$ cat config.mk
export PLATFORM = sky130hd
export DESIGN_NAME = fme_cost_select_flat
export DESIGN_NICKNAME = d
export VERILOG_FILES = /design/src/rtl/fme_pkg.sv /design/src/rtl/fme_cost_select_if.sv /design/src/rtl/fme_sat_acc.sv /design/src/rtl/fme_cost_select.sv /design/src/flat_wrapper.sv
export SDC_FILE = /design/constraint.sdc
export NUM_CORES = 1
export LEC_CHECK = 0
export BUFFER_PORTS_ARGS = -buffer_cell sky130_fd_sc_hd__buf_2
export CAP_MARGIN = 20
export CORE_MARGIN = 4
export CORE_UTILIZATION = 45
export DETAILED_ROUTE_END_ITERATION = 10
export SKIP_CTS_REPAIR_TIMING = 1
export SLEW_MARGIN = 15
export SYNTH_ARGS = -nofsm -noshare
export SYNTH_HDL_FRONTEND = slang
export SYNTH_SLANG_ARGS = --single-unit
$ cat constraint.sdc
create_clock -name clk -period 3.96 [get_ports clk]
set_input_delay 0.594 -clock clk [delete_from_list [all_inputs] [get_ports clk]]
set_output_delay 0.594 -clock clk [all_outputs]
set_load 0.05 [all_outputs]
$ cat src/rtl/fme_pkg.sv
// Shared types and default sizing for the FME cost-select block.
package fme_pkg;
  localparam int N_CAND       = 9;
  localparam int BLK_PER_CAND = 16;
  localparam int SATD_W       = 16;
  localparam int MVC_W        = 12;
  localparam int ACC_W        = 21;

  typedef enum logic [1:0] {IDLE, ACCUM, CMP, DONE} state_e;

  typedef logic [ACC_W-1:0] cost_t;
endpackage

$ cat src/rtl/fme_cost_select_if.sv
// SATD stream from the processing unit: one 4x4 SATD per beat plus the candidate's MV rate.
interface fme_cost_select_if #(
  parameter int SATD_W = fme_pkg::SATD_W,
  parameter int MVC_W  = fme_pkg::MVC_W
) ();
  logic              satd_valid;
  logic              satd_ready;
  logic [SATD_W-1:0] satd_in;
  logic [MVC_W-1:0]  mv_cost;

  modport master (output satd_valid, satd_in, mv_cost, input satd_ready);
  modport slave  (input satd_valid, satd_in, mv_cost, output satd_ready);
endinterface

$ cat src/rtl/fme_sat_acc.sv
// Saturating cost adder: load (satd + mv) on a candidate's first beat, else acc + satd.
module fme_sat_acc #(
  parameter int W      = fme_pkg::ACC_W,
  parameter int SATD_W = fme_pkg::SATD_W,
  parameter int MVC_W  = fme_pkg::MVC_W
) (
  input  logic              load_i,
  input  logic [W-1:0]      acc_i,
  input  logic [SATD_W-1:0] satd_i,
  input  logic [MVC_W-1:0]  mv_i,
  output logic [W-1:0]      sum_o
);
  logic [W:0] base;
  logic [W:0] sum;

  // One extra carry bit is enough: the addend is never wider than the accumulator.
  always_comb begin
    base  = load_i ? (W+1)'(mv_i) : {1'b0, acc_i};
    sum   = base + (W+1)'(satd_i);
    sum_o = sum[W] ? '1 : sum[W-1:0];
  end
endmodule

$ cat src/rtl/fme_cost_select.sv
// Sums per-candidate SATD plus MV rate and reports the cheapest candidate of a search.
// Optional early termination of losing candidates: define FME_EARLY_TERM_EN.
module fme_cost_select #(
  parameter int N_CAND       = fme_pkg::N_CAND,
  parameter int BLK_PER_CAND = fme_pkg::BLK_PER_CAND,
  parameter int SATD_W       = fme_pkg::SATD_W,
  parameter int MVC_W        = fme_pkg::MVC_W,
  parameter int ACC_W        = fme_pkg::ACC_W
) (
  input  logic             clk,
  input  logic             rst,
  input  logic             start,
  fme_cost_select_if.slave s,
  output logic             busy,
  output logic             done,
  output logic [3:0]       best_idx,
  output logic [ACC_W-1:0] best_cost
`ifdef FME_EARLY_TERM_EN
  ,
  output logic [3:0]       term_cnt
`endif
);
  import fme_pkg::*;

  localparam int BW = (BLK_PER_CAND > 1) ? $clog2(BLK_PER_CAND) : 1;

  state_e           state_q, state_d;
  logic [BW-1:0]    blk_q, blk_d;
  logic [3:0]       cand_q, cand_d;
  logic [ACC_W-1:0] acc_q, acc_d;
  logic [ACC_W-1:0] min_cost_q, min_cost_d;
  logic [3:0]       min_idx_q, min_idx_d;
  logic [3:0]       best_idx_q, best_idx_d;
  logic [ACC_W-1:0] best_cost_q, best_cost_d;
  logic [ACC_W-1:0] sum;
  logic             first;
  logic             upd;
`ifdef FME_EARLY_TERM_EN
  logic             skip_q, skip_d;
  logic [3:0]       term_q, term_d;
`endif

  assign first = (blk_q == '0);

  fme_sat_acc #(.W(ACC_W), .SATD_W(SATD_W), .MVC_W(MVC_W)) u_acc (
    .load_i (first),
    .acc_i  (acc_q),
    .satd_i (s.satd_in),
    .mv_i   (s.mv_cost),
    .sum_o  (sum)
  );

  always_comb begin
    state_d     = state_q;
    blk_d       = blk_q;
    cand_d      = cand_q;
    acc_d       = acc_q;
    min_cost_d  = min_cost_q;
    min_idx_d   = min_idx_q;
    best_idx_d  = best_idx_q;
    best_cost_d = best_cost_q;
    upd         = 1'b0;
`ifdef FME_EARLY_TERM_EN
    skip_d      = skip_q;
    term_d      = term_q;
`endif
    case (state_q)
      IDLE: if (start) begin
        blk_d      = '0;
        cand_d     = '0;
        min_cost_d = '1;
        min_idx_d  = '0;
`ifdef FME_EARLY_TERM_EN
        skip_d     = 1'b0;
        term_d     = '0;
`endif
        state_d    = ACCUM;
      end
      ACCUM: if (s.satd_valid) begin
        acc_d = sum;
`ifdef FME_EARLY_TERM_EN
        // Once a candidate can no longer win, its beats are drained but not added.
        if (first) skip_d = 1'b0;
        else if (skip_q) acc_d = acc_q;
        if (cand_q != '0 && acc_d >= min_cost_q) skip_d = 1'b1;
`endif
        blk_d = blk_q + 1'b1;
        if (blk_q == BW'(BLK_PER_CAND-1)) state_d = CMP;
      end
      CMP: begin
        upd = (acc_q < min_cost_q);
`ifdef FME_EARLY_TERM_EN
        if (skip_q) begin
          upd    = 1'b0;
          term_d = term_q + 1'b1;
        end
`endif
        if (upd) begin
          min_cost_d = acc_q;
          min_idx_d  = cand_q;
        end
        // Results are latched on entry to DONE so they are valid with the done pulse.
        if (cand_q == 4'(N_CAND-1)) begin
          best_idx_d  = min_idx_d;
          best_cost_d = min_cost_d;
          state_d     = DONE;
        end else begin
          cand_d  = cand_q + 1'b1;
          blk_d   = '0;
          state_d = ACCUM;
        end
      end
      DONE:    state_d = IDLE;
      default: state_d = IDLE;
    endcase
  end

  always_ff @(posedge clk) begin
    if (!rst) begin
      state_q     <= IDLE;
      blk_q       <= '0;
      cand_q      <= '0;
      acc_q       <= '0;
      min_cost_q  <= '0;
      min_idx_q   <= '0;
      best_idx_q  <= '0;
      best_cost_q <= '0;
`ifdef FME_EARLY_TERM_EN
      skip_q      <= 1'b0;
      term_q      <= '0;
`endif
    end else begin
      state_q     <= state_d;
      blk_q       <= blk_d;
      cand_q      <= cand_d;
      acc_q       <= acc_d;
      min_cost_q  <= min_cost_d;
      min_idx_q   <= min_idx_d;
      best_idx_q  <= best_idx_d;
      best_cost_q <= best_cost_d;
`ifdef FME_EARLY_TERM_EN
      skip_q      <= skip_d;
      term_q      <= term_d;
`endif
    end
  end

  assign s.satd_ready = (state_q == ACCUM);
  assign busy         = (state_q != IDLE);
  assign done         = (state_q == DONE);
  assign best_idx     = best_idx_q;
  assign best_cost    = best_cost_q;
`ifdef FME_EARLY_TERM_EN
  assign term_cnt     = term_q;
`endif
endmodule
$ cat src/flat_wrapper.sv
// flat-port wrapper written by rule: the top's interface ports become plain ports
module fme_cost_select_flat import fme_pkg::*;
#(
  parameter int N_CAND       = fme_pkg::N_CAND,
  parameter int BLK_PER_CAND = fme_pkg::BLK_PER_CAND,
  parameter int SATD_W       = fme_pkg::SATD_W,
  parameter int MVC_W        = fme_pkg::MVC_W,
  parameter int ACC_W        = fme_pkg::ACC_W
)
  (clk, rst, start, busy, done, best_idx, best_cost, s_satd_valid, s_satd_in, s_mv_cost, s_satd_ready);
  fme_cost_select_if #(.SATD_W(SATD_W), .MVC_W(MVC_W)) s_i ();
  input  logic clk;
  input  logic rst;
  input  logic start;
  output logic busy;
  output logic done;
  output logic [3:0] best_idx;
  output logic [ACC_W-1:0] best_cost;
  input wire logic [$bits(s_i.satd_valid)-1:0] s_satd_valid;
  input wire logic [$bits(s_i.satd_in)-1:0] s_satd_in;
  input wire logic [$bits(s_i.mv_cost)-1:0] s_mv_cost;
  output wire logic [$bits(s_i.satd_ready)-1:0] s_satd_ready;
  assign s_i.satd_valid = s_satd_valid;
  assign s_i.satd_in = s_satd_in;
  assign s_i.mv_cost = s_mv_cost;
  assign s_satd_ready = s_i.satd_ready;
  fme_cost_select #(.N_CAND(N_CAND), .BLK_PER_CAND(BLK_PER_CAND), .SATD_W(SATD_W), .MVC_W(MVC_W), .ACC_W(ACC_W)) u_core (.clk(clk), .rst(rst), .start(start), .s(s_i), .busy(busy), .done(done), .best_idx(best_idx), .best_cost(best_cost));
endmodule
==> flow_summary.yaml, run 1 <==
min_path:
  min_path_type: "reg -> reg"
clocking:
  cts_tree: "built"
  clk_path_buf_depth: 2
  clock_sinks: 81
  clk_latency_ps: 350
  cts.clk_slew.worst_paths_ps: 80
  root_buffer: "clkbuf_8"
  h-tree-depth: 3
  cts_made_buffers: 9
finish:
  drive_above_1_share_pct: 18.6
  final_cell_mix: "dfxtp_1 (81), nand2_1 (63), o21ai_0 (63)"
  num-nets-final: 680
  layout_commonest_cell: "dfxtp_1"
  finalInstanceArea_um2: 5270
  fill_cells: 1007
  areaGrowthSynthToFinish_pct: 12.2
  n_antenna_cell: 0
  fin_util_pct: 51.5
yosys:
  synth_nets: 630
  synth_area_leaders: "dfxtp_1 (35%), ha_1 (11%), o21ai_0 (6.7%)"
  ys_seq_area_share_pct: 34.5
  yosysWarnings: 0
  synth-seq-cells: 81
  syn-mean-instance-area_um2: 8.45
  synth_top_area_share_pct: 34.5
  syn_area_um2: 4700
  post-synth-top-area-cell: "dfxtp_1"
  synth_ff_type: "dfxtp_1"
  synth_edf_count: 0
  synth_cell_types: 55
  async_flop_share_pct: 0
  synth_cells: 556
floorplan:
  fp.coreArea_um2: 10200
  dieArea_um2: 12100
  row_count: 37
  die_y_um: 110
  ios: 60
  start_util_pct: 45.9
  fp.dieW_um: 110
timing:
  rsz0062_at_grt: "false"
  max_slew_margin_pct: 38.7
  worst_pin_slew_ps: 919
  finClkSkew_ps: 11.0
  final.setup.tns_ps: 0
  fin_crit_ps: 3440
  final.setup.worst_slack_ps: 519
  clock.fmax_ghz: 0.291
  finalCritPeriodShare_pct: 86.9
  drv_slew: 0
  setup_violations: 0
  hold_viol_final: 0
pwr:
  total_power_mw: 1.73
  leakagePower_nw: 2.31
  ir_worst_vdd_uv: 142
  power.density_nw_per_um2: 328
detailed_routing:
  num_vias: 4127
  route.detailed.wl_per_inst_um: 14.9
  post_drt_via_cell_ratio: 5.54
  ant_nets: 0
  drtPass1Iterations: 4
  drc: 0
  drt-total-wl_um: 11100
  first_iter_violations: 212
placed_design:
  gp_congestion: 0.834
  placed_area_um2: 5120
  dpl.hpwl_um: 8000
  place_ws_ps: 582
  io_buffers: 59
setup_path:
  critPathLaunchType: "flip-flop"
  cp-end-kind: "flip-flop"
  crit_type: "reg -> reg"
  crit_path_max_fanout: 4
  cp.required_ps: 4200
  critPathArrivalTime_ps: 3680
grt:
  track_usage_pct: 18.8
  grt_max_degree: 49
  grt_first_pass_wirelength_um: 17900
  antenna_found_initial: 0
  grt_pass1_vias: 3754
  grt_remaining_overflow: 0
run_status:
  status: "complete, no violations"
job:
  drv_cap: 0
==> per-stage QoR <==
| stage | cells | hold WS, ps |
|---|---|---|
| final | 745 | 476 |
| after global routing | 745 | 495 |
| after CTS | 745 | 479 |
| after detailed placement | 731 | 467 |
| after global placement | 731 | 454 |
| after floorplan | 556 | 444 |
==> area by class of cell <==
class | count | area (um^2) | share of cell area [%]
clock inverters | 3 | 20.0 | 0.380
inverters | 30 | 113 | 2.14
clock buffers | 11 | 131 | 2.49
multi-input cells | 416 | 2850 | 54.1
repair buffers | 68 | 363 | 6.89
flip-flops and latches | 81 | 1620 | 30.8
well taps | 136 | 170 | 3.23
==> per-layer routing <==
layer,GRT usage (%),routed length [um]
met5,0,0
met3,4.83,374
met2,29.9,5130
met1,25.3,5520
met4,5.10,74
==> critical path, stage by stage, from the launching register on <==
cell and delay [ps]:
dfxtp_1 390, inv_1 80, ha_1 220, and2_1 170, nand2_1 70, nand2_1 50
ha_1 200, fa_1 440, a211oi_2 210, nor2_1 90, o41a_1 360, a31oi_2 260
nor2b_2 90, o31ai_1 330, a21oi_1 130, o221a_1 240
==> cell usage after synthesis, types with 2 or more instances <==
cell type	count
dfxtp_1	81
nand2_1	63
o21ai_0	63
a21oi_1	57
ha_1	41
inv_1	30
mux2i_1	25
clkbuf_1	23
o221a_2	23
nor2_1	21
a31oi_1	13
nand3_1	11
xor2_1	10
and2_1	9
a21o_1	7
nand4_1	7
and3_1	5
buf_2	5
xnor2_1	5
nor2b_1	4
o22ai_1	4
a21boi_0	3
nand2b_1	3
o21a_1	3
o21bai_1	3
a2111oi_0	2
a211oi_1	2
a41o_1	2
nor3_1	2
o211ai_1	2
o31ai_1	2
or2_2	2
==> logic make-up after synthesis <==
| family | after synthesis | synth area share, % |
|---|---|---|
| AO/OA/AOI/OAI | 200 | 27.9 |
| XOR/XNOR | 15 | 2.80 |
| adder cells (fa/ha/maj) | 42 | 11.4 |
| buffers and inverters | 59 | 4.85 |
| flip-flops | 81 | 34.5 |
| multiplexers | 25 | 5.33 |
| AND/OR/NAND/NOR | 134 | 13.3 |
==> report_power, final <==
| part | switching [mW] | internal [mW] | total [mW] | leakage (nW) |
|---|---|---|---|---|
| Combinational | 0.202 | 0.152 | 0.353 | 1.58 |
| Sequential | 0.0332 | 0.845 | 0.879 | 0.661 |
| Clock | 0.279 | 0.220 | 0.499 | 0.0713 |
| Total | 0.514 | 1.22 | 1.73 | 2.31 |
==> final timing paths <==
check / start / endpoint / slack, ps / cells after the start
setup / recovery: u_core.blk_q[0] / u_core.acc_q[16] / 520 / 15
setup reg to reg: u_core.blk_q[0] / u_core.acc_q[16] / 520 / 15
hold reg to reg: u_core.min_idx_q[3] / u_core.min_idx_q[3] / 480 / 2
hold / removal: u_core.min_idx_q[3] / u_core.min_idx_q[3] / 480 / 2
==> state kept, by name (all words and copies together), names as in the netlist <==
name,flops
u_core.min_idx_q,4
u_core.blk_q,4
u_core.acc_q,21
u_core.best_idx,4
u_core.best_cost,21
u_core.min_cost_q,21
u_core.cand_q,4
u_core.state_q,2
No activity file was read; power rests on OpenSTA's default activity.
==> inputs of run 2 (changes only) <==
Settings changed: CELL_PAD_IN_SITES_DETAIL_PLACEMENT from default to 0, CELL_PAD_IN_SITES_GLOBAL_PLACEMENT from default to 1, PLACE_DENSITY_LB_ADDON from default to 0.1, RECOVER_POWER from default to 100.
Clock period 3.96 ns to 4.4 ns, I/O delays scaled along.
==> run 2 against run 1 <==
Compared with the run above: the flow now finishes with violations (capacitance limit, slew limit); clock skew is 0.96 ps higher; setup slack improved by 130 ps; wire length increased by 5.4%; flip-flop and latch count stayed put; global-route usage increased by 1.4 points; clock power grew 20%; combinational power fell by 8.8%; total power fell by 0.99%; via count grew 1.5%; final cell count grew 0.13%; first-iteration DRC count increased by 11%.
==> flow_summary.yaml, run 2 (same netlist as run 1, synthesis figures left out) <==
grt:
  grt_first_pass_wirelength_um: 19300
  met1_usage_pct: 27.7
  grt_remaining_overflow: 0
  gr-usage-met3_pct: 3.20
  gr-max-usage-layer: "met2"
  use_met2_pct: 32.5
  grt_max_degree: 68
  antenna_found_initial: 0
  track_usage_pct: 20.2
  grt_pass1_vias: 3963
clocking:
  cts.clk_slew.worst_paths_ps: 80
  clk_path_buf_depth: 2
  cts_made_buffers: 9
  h-tree-depth: 3
  clock_sinks: 81
  root_buffer: "clkbuf_8"
  cts_tree: "built"
  clk_latency_ps: 350
setup_path:
  critPathLaunchType: "flip-flop"
  r2r-start: "u_core.blk_q[0]"
  endpoint: "u_core.acc_q[16]"
  cp.required_ps: 4640
  crit_path_max_fanout: 12
  crit_type: "reg -> reg"
  critPathArrivalTime_ps: 3990
  r2r_slack_ps: 650
  ff2ff_path_depth: 15
  cp-end-kind: "flip-flop"
  r2r-end: "u_core.acc_q[16]"
  cp-startpoint: "u_core.blk_q[0]"
pwr:
  pwr-share-clk_pct: 35.0
  sw_frac_of_total_pct: 28.0
  p_comb_share_pct: 18.8
  p_int_mw: 1.23
  switchingPower_mw: 0.480
  power.density_nw_per_um2: 324
  leakagePower_nw: 2.21
  p_seq_share_pct: 46.2
  ir_worst_vdd_uv: 130
detailed_routing:
  num_vias: 4188
  route.detailed.wl_per_inst_um: 15.7
  ant_nets: 0
  drt-total-wl_um: 11700
  first_iter_violations: 235
  drtPass1Iterations: 4
  post_drt_via_cell_ratio: 5.61
  drc: 0
timing:
  worst_pin_slew_ps: 1750
  drv_slew: 23
  finalCritPeriodShare_pct: 85.3
  final.setup.tns_ps: 0
  rsz0062_at_grt: "false"
  fin_crit_ps: 3750
  setup_violations: 0
  hold_viol_final: 0
  clock.fmax_ghz: 0.266
  finClkSkew_ps: 12.0
  hold_ws_ps: 472
  max_slew_margin_pct: -16.4
finish:
  multi_input_area_um2: 2840
  ff_latch_area_um2: 1620
  layout_commonest_cell: "dfxtp_1"
  fill_cells: 1032
  areaGrowthSynthToFinish_pct: 12.6
  drive_above_1_share_pct: 13.1
  final_cell_mix: "dfxtp_1 (81), nand2_1 (63), o21ai_0 (63)"
  num-nets-final: 680
  n_antenna_cell: 0
job:
  drv_cap: 1
min_path:
  min_path_type: "reg -> reg"
  min_delay_path_depth: 2
placed_design:
  dpl.hpwl_um: 8400
  gp_congestion: 0.848
  io_buffers: 59
run_status:
  status: "finished, violations left"
  violations: "capacitance limit, slew limit"
floorplan:
  start_util_pct: 45.9
  fp.dieW_um: 110
  dieArea_um2: 12100
  fp.coreArea_um2: 10200
  row_count: 37
  ios: 60
  die_y_um: 110
==> run 2: cell count changes in the layout (fill, tap and decap cells not counted), moves of 2 or more <==
cell	previous run	this run
and2_0	0	3
and2_1	9	6
buf_2	59	31
buf_4	9	3
bufinv_16	0	2
clkbuf_1	2	34
==> run 2: power by group through the flow <==
stage	registers, mW	clock network, mW	logic, mW
after floorplan	0.797	0	0.244
final	0.792	0.600	0.322
after CTS	0.791	0.615	0.323
after global placement	0.808	0	0.318
after detailed placement	0.808	0	0.320
after global routing	0.797	0.651	0.361
==> run 2: worst max-delay path, stage by stage, from the launching register on <==
cell and delay (ps):
dfxtp_1 380, inv_1 70, ha_1 210, and2_0 370, nand2_1 160, nand2_1 60, ha_1 210, fa_1 440
a211oi_2 190, nor2_1 90, o41a_1 360, a31oi_2 250, nor2b_1 100, o31ai_1 340, a21oi_1 130, o221a_1 270
==> run 2: final cells by class <==
cell class,instances,area share [%]
clock inverter,4,1.44
timing repair buffer,68,6.08
sequential,81,30.7
clock buffer,11,2.67
multi-input combinational,416,53.8
tap,136,3.22
inverter,30,2.13
==> run 2: how the worst min path moves through the flow <==
stage	start	endpoint	slack [ps]
detailed placement	u_core.min_idx_q[0]	u_core.min_idx_q[0]	460
floorplan	u_core.min_idx_q[2]	u_core.min_idx_q[2]	440
CTS	u_core.min_idx_q[3]	u_core.min_idx_q[3]	470
global route	u_core.min_idx_q[0]	u_core.min_idx_q[0]	500
global placement	u_core.min_idx_q[0]	u_core.min_idx_q[0]	450
finish	u_core.min_idx_q[3]	u_core.min_idx_q[3]	470
==> run 2: stage by stage <==
stage | setup WS [ps] | total power, mW | std cells | instance area (um^2) | utilization (%)
2_1_floorplan | 918 | 1.04 | 556 | 4700 | -
3_3_place_gp | 903 | 1.13 | 730 | 5110 | 50.0
3_5_place_dp | 785 | 1.13 | 730 | 5110 | 50.0
4_1_cts | 750 | 1.73 | 745 | 5330 | 52.1
5_1_grt | 193 | 1.81 | 746 | 5290 | 51.7
6_report | 647 | 1.71 | 746 | 5290 | 51.7
==> run 2: layer usage <==
metal	wire, um	up-vias
li1	-	2138
met1	5770	1961
met2	5350	75
met3	406	14
met4	170	0
met5	0	-
==> inputs of run 3 (changes only) <==
Settings changed: CORE_UTILIZATION 45 to 34, PLACE_DENSITY from default to 0.71, PLACE_DENSITY_LB_ADDON 0.1 to default, SYNTH_HIERARCHICAL from default to 1.
==> run 3 against run 2 <==
Compared with the run above: the flow still finishes with violations (capacitance limit, slew limit); final cell count is 29% higher; global-route usage is 3.3 points lower; clock power is 30% higher; synthesized area is 18% higher; synthesized cell count is 29% higher; first-iteration DRC count is 37% higher; combinational power is 7.5% higher; non-clock buffer count stayed put; clock skew is 6.8 ps lower; wire length is 32% higher; setup slack better by 60 ps; clock-buffer cell count is 3 higher; critical path type unchanged; highest routed layer unchanged.
==> flow_summary.yaml, run 3 <==
run_status:
  status: "finished, violations left"
  violations: "capacitance limit, slew limit"
yosys:
  syn_area_um2: 5520
  synth_common_cells: "o21ai_0 (85), nand2_1 (83), dfxtp_1 (81)"
  yosysWarnings: 6
  synth_area_leaders: "dfxtp_1 (29%), ha_1 (9.1%), o21ai_0 (7.7%)"
  synth_cell_types: 63
  synth_ff_type: "dfxtp_1"
  synth-seq-cells: 81
  syn-mean-instance-area_um2: 7.72
  ys_seq_area_share_pct: 29.4
  synth_top_area_share_pct: 29.4
  synth_nets: 788
  yosysMostFrequentCell: "o21ai_0"
  synth_edf_count: 0
  synth_cells: 715
  post-synth-top-area-cell: "dfxtp_1"
  async_flop_share_pct: 0
floorplan:
  die_y_um: 135
  row_count: 46
  ios: 60
  fp.coreArea_um2: 15900
  start_util_pct: 34.7
  fp.dieW_um: 135
  dieArea_um2: 18300
setup_path:
  crit_path_max_fanout: 22
  crit_type: "reg -> reg"
  critPathLaunchType: "flip-flop"
  critPathArrivalTime_ps: 3920
  cp-end-kind: "flip-flop"
  cp.required_ps: 4620
timing:
  hold_viol_final: 0
  finClkSkew_ps: 5.20
  final.setup.worst_slack_ps: 707
  setup_violations: 0
  max_slew_margin_pct: -38.7
  fin_crit_ps: 3690
  clock.fmax_ghz: 0.271
  drv_slew: 129
  finalCritPeriodShare_pct: 83.9
  rsz0062_at_grt: "false"
  hold_ws_ps: 479
  final.setup.tns_ps: 0
  worst_pin_slew_ps: 2080
detailed_routing:
  route.detailed.wl_per_inst_um: 16.0
  drt-total-wl_um: 15400
  drtPass1Iterations: 6
  post_drt_via_cell_ratio: 5.55
  ant_nets: 0
  drc: 0
  first_iter_violations: 322
  num_vias: 5354
placed_design:
  dp_cells: 946
  dpl.hpwl_um: 10700
  place_ws_ps: 895
  io_buffers: 59
  placed_area_um2: 5900
  gp_congestion: 0.868
grt:
  antenna_found_initial: 0
  track_usage_pct: 16.9
  grt_max_degree: 51
  grt_pass1_vias: 5046
  grt_remaining_overflow: 0
  grt_first_pass_wirelength_um: 25300
pwr:
  power.density_nw_per_um2: 310
  leakagePower_nw: 2.31
  total_power_mw: 1.92
  ir_worst_vdd_uv: 188
clocking:
  cts_made_buffers: 9
  root_buffer: "clkbuf_16"
  cts.clk_slew.worst_paths_ps: 60
  clk_latency_ps: 340
  clock_sinks: 81
  h-tree-depth: 3
  clk_path_buf_depth: 2
  cts_tree: "built"
finish:
  drive_above_1_share_pct: 10.6
  final_cell_mix: "o21ai_0 (85), nand2_1 (83), dfxtp_1 (81)"
  finalInstanceArea_um2: 6200
  fin_util_pct: 39.0
  fill_cells: 1701
  areaGrowthSynthToFinish_pct: 12.3
  n_antenna_cell: 0
  stdcell_count: 964
  layout_commonest_cell: "o21ai_0"
  num-nets-final: 816
min_path:
  min_path_type: "reg -> reg"
job:
  drv_cap: 3
run 3: cell count changes after synthesis, moves of 21 or more:
cell,previous run,this run
nand3_1,11,32
mux2i_1,25,4
o221a_2,23,0
nor3_1,2,27
o21ai_0,63,85
a21boi_0,3,26
nor4_1,1,22
run 3: final cells by class:
class                           count  area [um^2]  share of cell area (%)
Multi-Input combinational cell    551         3530                    57.0
Tap cell                          216          270                    4.36
Inverter                           32          120                    1.94
Clock buffer                       14          274                    4.42
Timing Repair Buffer               68          347                    5.59
Clock inverter                      2         35.0                   0.565
Sequential cell                    81         1620                    26.2
run 3: path summary, 6_finish.rpt:
path | from | end | slack, ps | cells past startpoint
max | u_core/blk_q[0] | u_core/acc_q[5] | 710 | 15
max reg2reg | u_core/blk_q[0] | u_core/acc_q[5] | 710 | 15
min | u_core/best_idx[2] | u_core/best_idx[2] | 480 | 2
min reg2reg | u_core/best_idx[2] | u_core/best_idx[2] | 480 | 2
run 3: logic make-up after synthesis:
logic type / synth area share (%)
AOI/OAI and AO/OA: 27.4
and+or+nand+nor: 22.1
xor gates and xnor gates: 1.75
adders and majority gates: 9.43
DFF: 29.4
muxes: 3.17
buffers and inverters: 6.76
run 3: report_power, final:
| group | switching (mW) | internal (mW) |
|---|---|---|
| Clock | 0.294 | 0.486 |
| Sequential | 0.0343 | 0.761 |
| Combinational | 0.206 | 0.140 |
run 3: layer usage:
layer | share of wire [%] | GRT usage (%)
met4 | 2.0 | 4.82
met1 | 45 | 21.7
met2 | 48 | 28.5
met5 | 0 | 0
met3 | 4.5 | 3.79
run 3: worst max-delay path, stage by stage, from the launching register on:
cell,delay [ps]
dfxtp_1,340
inv_1,70
ha_1,130
nor3b_1,220
buf_4,320
mux2_2,380
ha_1,350
a21o_1,180
a21oi_1,220
a211o_2,230
o21ai_2,80
o21ai_0,490
buf_4,310
o21ai_0,100
nand2_1,70
a21boi_0,90
